### src/rtl/counter_mon_pkg.sv
// Shared types and defaults for the counter trend monitor.
// Optional build macro: MON_WRAP_EN (see step_classifier).
package counter_mon_pkg;

  localparam int DEF_WIDTH = 20;
  localparam int DEF_STEP  = 1;
  localparam int DEF_CNT_W = 16;

  typedef enum logic [2:0] {
    PH_IDLE  = 3'd0,
    PH_ARMED = 3'd1,
    PH_UP    = 3'd2,
    PH_DOWN  = 3'd3,
    PH_AGAIN = 3'd4
  } phase_e;

  typedef enum logic [1:0] {
    STEP_HOLD = 2'd0,
    STEP_UP   = 2'd1,
    STEP_DOWN = 2'd2,
    STEP_BAD  = 2'd3
  } step_e;

endpackage

### src/rtl/counter_trend_monitor_step_classifier.sv
// Combinational step classifier: sample - prev against +/-STEP.
// MON_WRAP_EN: evaluate delta modulo 2^WIDTH so max->min counts as an up step.
module step_classifier
  import counter_mon_pkg::*;
#(
  parameter int WIDTH = DEF_WIDTH,
  parameter int STEP  = DEF_STEP
) (
  input  logic signed [WIDTH-1:0] sample,
  input  logic signed [WIDTH-1:0] prev,
  output step_e                   step_class
);

`ifdef MON_WRAP_EN
  // Truncated difference wraps naturally, giving modulo-2^WIDTH behaviour.
  localparam logic signed [WIDTH-1:0] STEP_V = WIDTH'(STEP);
  logic signed [WIDTH-1:0] delta;
  assign delta = sample - prev;
`else
  localparam logic signed [WIDTH:0] STEP_V = (WIDTH+1)'(STEP);
  logic signed [WIDTH:0] delta;
  assign delta = {sample[WIDTH-1], sample} - {prev[WIDTH-1], prev};
`endif

  always_comb begin
    step_class = STEP_BAD;
    if (delta == '0)
      step_class = STEP_HOLD;
    else if (delta == STEP_V)
      step_class = STEP_UP;
    else if (delta == -STEP_V)
      step_class = STEP_DOWN;
  end

endmodule

### src/rtl/counter_trend_monitor.sv
// Trend monitor for a signed up/down counter: phase FSM, segment lengths, extrema, step errors.
// Optional build macro: MON_WRAP_EN (wrap-around steps treated as legal).
module counter_trend_monitor
  import counter_mon_pkg::*;
#(
  parameter int WIDTH = DEF_WIDTH,
  parameter int STEP  = DEF_STEP,
  parameter int CNT_W = DEF_CNT_W
) (
  input  logic                    clk,
  input  logic                    rst,
  input  logic                    sample_valid,
  input  logic signed [WIDTH-1:0] sample,
  output logic [2:0]              phase,
  output logic                    turn,
  output logic [CNT_W-1:0]        seg_len,
  output logic [CNT_W-1:0]        last_seg_len,
  output logic signed [WIDTH-1:0] peak,
  output logic signed [WIDTH-1:0] trough,
  output logic                    step_err,
  output logic [CNT_W-1:0]        err_index,
  output logic [CNT_W-1:0]        sample_idx
);

  function automatic logic [CNT_W-1:0] sat_inc(input logic [CNT_W-1:0] v);
    return (&v) ? v : v + 1'b1;
  endfunction

  phase_e                  state, state_nxt;
  step_e                   cls;
  logic signed [WIDTH-1:0] prev;
  logic                    turn_nxt, err_nxt;
  logic [CNT_W-1:0]        seg_nxt, last_nxt, eidx_nxt;

  step_classifier #(.WIDTH(WIDTH), .STEP(STEP)) u_cls (
    .sample     (sample),
    .prev       (prev),
    .step_class (cls)
  );

  assign phase = state;

  always_comb begin
    state_nxt = state;
    turn_nxt  = 1'b0;
    seg_nxt   = seg_len;
    last_nxt  = last_seg_len;
    err_nxt   = step_err;
    eidx_nxt  = err_index;
    if (sample_valid) begin
      if (state == PH_IDLE) begin
        state_nxt = PH_ARMED;
      end else begin
        case (cls)
          STEP_UP: begin
            case (state)
              PH_ARMED: begin state_nxt = PH_UP; seg_nxt = CNT_W'(1); end
              PH_DOWN: begin
                state_nxt = PH_AGAIN;
                turn_nxt  = 1'b1;
                last_nxt  = seg_len;
                seg_nxt   = CNT_W'(1);
              end
              PH_UP, PH_AGAIN: seg_nxt = sat_inc(seg_len);
              default: ;
            endcase
          end
          STEP_DOWN: begin
            case (state)
              PH_ARMED: begin state_nxt = PH_DOWN; seg_nxt = CNT_W'(1); end
              PH_UP, PH_AGAIN: begin
                state_nxt = PH_DOWN;
                turn_nxt  = 1'b1;
                last_nxt  = seg_len;
                seg_nxt   = CNT_W'(1);
              end
              PH_DOWN: seg_nxt = sat_inc(seg_len);
              default: ;
            endcase
          end
          // Only the first illegal step is recorded; the phase is left alone.
          STEP_BAD: begin
            if (!step_err) begin
              err_nxt  = 1'b1;
              eidx_nxt = sample_idx;
            end
          end
          default: ;
        endcase
      end
    end
  end

  always_ff @(posedge clk or negedge rst) begin
    if (!rst) begin
      state        <= PH_IDLE;
      turn         <= 1'b0;
      seg_len      <= '0;
      last_seg_len <= '0;
      peak         <= '0;
      trough       <= '0;
      step_err     <= 1'b0;
      err_index    <= '0;
      sample_idx   <= '0;
      prev         <= '0;
    end else begin
      state        <= state_nxt;
      turn         <= turn_nxt;
      seg_len      <= seg_nxt;
      last_seg_len <= last_nxt;
      step_err     <= err_nxt;
      err_index    <= eidx_nxt;
      if (sample_valid) begin
        prev       <= sample;
        sample_idx <= sat_inc(sample_idx);
        // The first sample after reset seeds the extrema rather than comparing against zero.
        if (state == PH_IDLE) begin
          peak   <= sample;
          trough <= sample;
        end else begin
          if (sample > peak)   peak   <= sample;
          if (sample < trough) trough <= sample;
        end
      end
    end
  end

endmodule

### config.mk
export PLATFORM = sky130hd
export DESIGN_NAME = counter_trend_monitor
export DESIGN_NICKNAME = d
export VERILOG_FILES = /design/src/rtl/counter_mon_pkg.sv /design/src/rtl/counter_trend_monitor_step_classifier.sv /design/src/rtl/counter_trend_monitor.sv
export SDC_FILE = /design/constraint.sdc
export NUM_CORES = 1
export LEC_CHECK = 0
export ABC_AREA = 1
export CAP_MARGIN = 20
export CORE_MARGIN = 1.5
export CORE_UTILIZATION = 30
export CTS_CLUSTER_DIAMETER = 60
export CTS_CLUSTER_SIZE = 25
export DETAILED_ROUTE_END_ITERATION = 8
export PLACE_DENSITY_LB_ADDON = 0.05
export SYNTH_ARGS = -nofsm -noshare
export SYNTH_HDL_FRONTEND = slang
export SYNTH_SLANG_ARGS = --single-unit
### constraint.sdc
create_clock -name clk -period 10.3 [get_ports clk]
set_input_delay 2.06 -clock clk [delete_from_list [all_inputs] [get_ports clk]]
set_output_delay 2.06 -clock clk [all_outputs]
set_load 0.01 [all_outputs]
==> run_results.csv <==
group,metric,value,unit
synthesis,ys_seq_area_frac,0.396,
synthesis,synthArstFlopShare,1.00,
clocking,clk_latency,0.43,ns
power,p_per_area,207,nW/um^2
global_routing,grt_pass1_wl,40400,um
finish,layoutNonFillerInstCount,1604,
setup_path,cp_slowest_cell,"clkdlybuf4s50_1",
floorplan,rows,60,
floorplan,core-area,26800,sq um
sta,fmax,169,MHz
clocking,cts_tree,"built",
sta,rsz0062_at_grt,"false",
detailed_routing,dr.first_iter.drc_count,506,
global_routing,grt_start_max_net_pins,84,
detailed_routing,final_antenna_net_count,0,
global_routing,grt_use_total,0.185,
setup_path,endpoint_kind,"flop",
synthesis,synth_edf_count,0,
power,finalPower,2.14,mW
setup_path,worstPathRequired,10.62,ns
synthesis,yosys.area.top_type,"dfrtp_1",
placement,place.gp.congestion,0.892,
synthesis,synth_area_per_cell,7.29,sq um
sta,report.final.setup_viol,0,
synthesis,synth.area.mux_share,0.00553,
setup_path,worstSetupPathType,"in -> reg",
worst_hold_path,hp-class,"reg -> reg",
detailed_routing,drcViolationCount,0,
clocking,cts_root_buffer,"clkbuf_16",
floorplan,start_util,0.304,
synthesis,synth_common_cells,"nand2_1, inv_1, dfrtp_1",
sta,worstMarginPinSlew,1.01,ns
detailed_routing,totalWireLength,24700,um
floorplan,ios,132,
setup_path,cp.arrival,6.25,ns
placement,dp_hpwl,18600,um
global_routing,grt_pass1_vias,7179,
finish,num_antenna_cells,0,
clocking,cts_setup_buffers,0,
clocking,cts_buffers,17,
clocking,clock-sinks,129,
outcome,status,"completed",
sta,final.setup_skew,0.0235,ns
synthesis,yosysTopAreaCellShare,0.396,
synthesis,synthAdderAreaFrac,0.101,
detailed_routing,num_vias,7470,
sta,slew_viol_final,0,
setup_path,crit_path_max_fanout,11,
setup_path,startpoint_type,"input pin",
floorplan,fp.dieH,168,um
finish,nFillCells,2869,
clocking,path_clk_slew,0.07,ns
job,maxCapViolCount,0,
power,power.leakage,5.40,nW
sta,period_share,0.576,
sta,fin_crit,5.93,ns
finish,layout-drive-gt1-share,0.0523,
finish,synthToLayoutAreaGrowth,27.4,%
setup_path,cp_num_buf_inv,5,
placement,numPortBuffers,131,
finish,ff_latch_area,3230,sq um
synthesis,synthesis.area,8150,sq um
setup_path,slowest_delay,0.51,ns
synthesis,synth_compound_area_frac,0.0829,
synthesis,synth_xor_area_frac,0.0204,
synthesis,syn_inst,1118,
clocking,cts_buffer_depth,2,
global_routing,grt_antenna_before_repair,0,
floorplan,dieArea,28200,sq um
sta,slew_headroom,0.324,
placement,dp_cells,1572,
power,irDropWorstVdd,0.000118,V
synthesis,netlist_top_cells_area,"dfrtp_1, nand2_1, ha_1",
global_routing,overflow,0,
clocking,ctsHoldBuffers,0,
synthesis,yosysMostFrequentCell,"nand2_1",
synthesis,ys.flop_type,"dfrtp_1",
floorplan,dieWidth,168,um
synthesis,yosys_warnings,0,
synthesis,synthDistinctLibCells,38,
detailed_routing,first_pass_iters,5,
synthesis,synth_simple_gate_area_frac,0.296,
synthesis,synth_top_family_by_area,"simple AND/OR/NAND/NOR gates",
sta,tns,0,ns
finish,nets,1338,
setup_path,cp_common_cell,"nand2_1",
detailed_routing,wl_per_cell,15.4,um
sta,hold_viol,0,
detailed_routing,routed_via_density,4.66,
synthesis,ys_seq_elements,129,
clocking,cts-resized-gates,0,
setup_path,crit_family,"simple AND/OR/NAND/NOR gates",
synthesis,synth_nets,1206,
clocking,cts_max_level,4,
finish,multi_input_area,4120,sq um
==> area by class of cell <==
class / instances / area share
well taps: 341 / 0.0411
flip-flops and latches: 129 / 0.311
repair buffers: 137 / 0.131
clock buffers: 17 / 0.0410
multi-input cells: 782 / 0.397
inverters: 183 / 0.0662
clock inverters: 15 / 0.0131
==> placed cells by master, fill, tap and decap left out, drive strengths merged <==
master and n:
o22ai 5, buf 8, a31oi 2, ha 64, nor4 3, clkinv 6, clkinvlp 1, mux2 4
nand3b 2, o21a 3, o21bai 2, inv 191, clkdlybuf4s50 129, dfrtp 129, a21o 1, nor2 65
o21ai 77, fa 1, xor2 17, nand3 104, or2 2, and2 1, a211oi 1, nand2 344
nand4 24, a21oi 38, nor3 19, nor3b 1, xnor2 2, clkbuf 17
==> worst min-delay path: stages, from the launching register on <==
cell and delay [ns]:
dfrtp_1 0.34, nand2_1 0.05, o21ai_0 0.06
==> state kept, by name, indices dropped and copies added, names as in the netlist <==
| register | cells |
|---|---|
| trough | 20 |
| prev | 20 |
| seg_len | 16 |
| step_err | 1 |
| last_seg_len | 16 |
| turn | 1 |
| sample_idx | 16 |
| err_index | 16 |
| peak | 20 |
| phase | 3 |
==> where the power goes <==
group	total, mW	internal [mW]	switching (mW)
Clock	0.594	0.319	0.274
Sequential	0.706	0.606	0.0995
Combinational	0.844	0.355	0.489
Total	2.14	1.28	0.863
==> metal layers <==
metal / share of wire / vias up / global-route usage
met1: 0.52 / 3444 / 0.274
met3: 0.045 / 17 / 0.0381
met2: 0.42 / 173 / 0.272
li1: - / 3836 / -
met4: 0.011 / 0 / 0.0439
met5: 0 / - / 0
==> kinds of logic after synthesis <==
family | after synthesis
multiplexers | 4
AND/OR/NAND/NOR | 565
adder cells (fa/ha/maj) | 65
AO/OA/AOI/OAI | 129
XOR/XNOR | 19
buffers and inverters | 207
flip-flops | 129
==> final timing paths <==
check / start / to / slack [ns] / cells past startpoint
setup / recovery: sample[0] / seg_len[7] / 4.37 / 28
max in group asynchronous: rst / trough[11] / 7.32 / 2
min in group asynchronous: rst / peak[13] / 1.64 / 1
setup reg to reg: prev[0] / seg_len[7] / 6.27 / 26
hold reg to reg: last_seg_len[12] / last_seg_len[12] / 0.48 / 2
hold / removal: last_seg_len[12] / last_seg_len[12] / 0.48 / 2
==> per-stage QoR <==
step                      cell area [sq um]  worst slack [ns]   util  hold slack [ns]
after floorplan                        8150              5.23      -            0.457
after global placement                 9810              3.98  0.366            0.468
after detailed placement               9820              3.96  0.366            0.476
after CTS                             10400              4.42  0.387            0.492
after global routing                  10400              3.94  0.387            0.518
final                                 10400              4.37  0.387            0.483
Power figures use the tool's default switching activity.
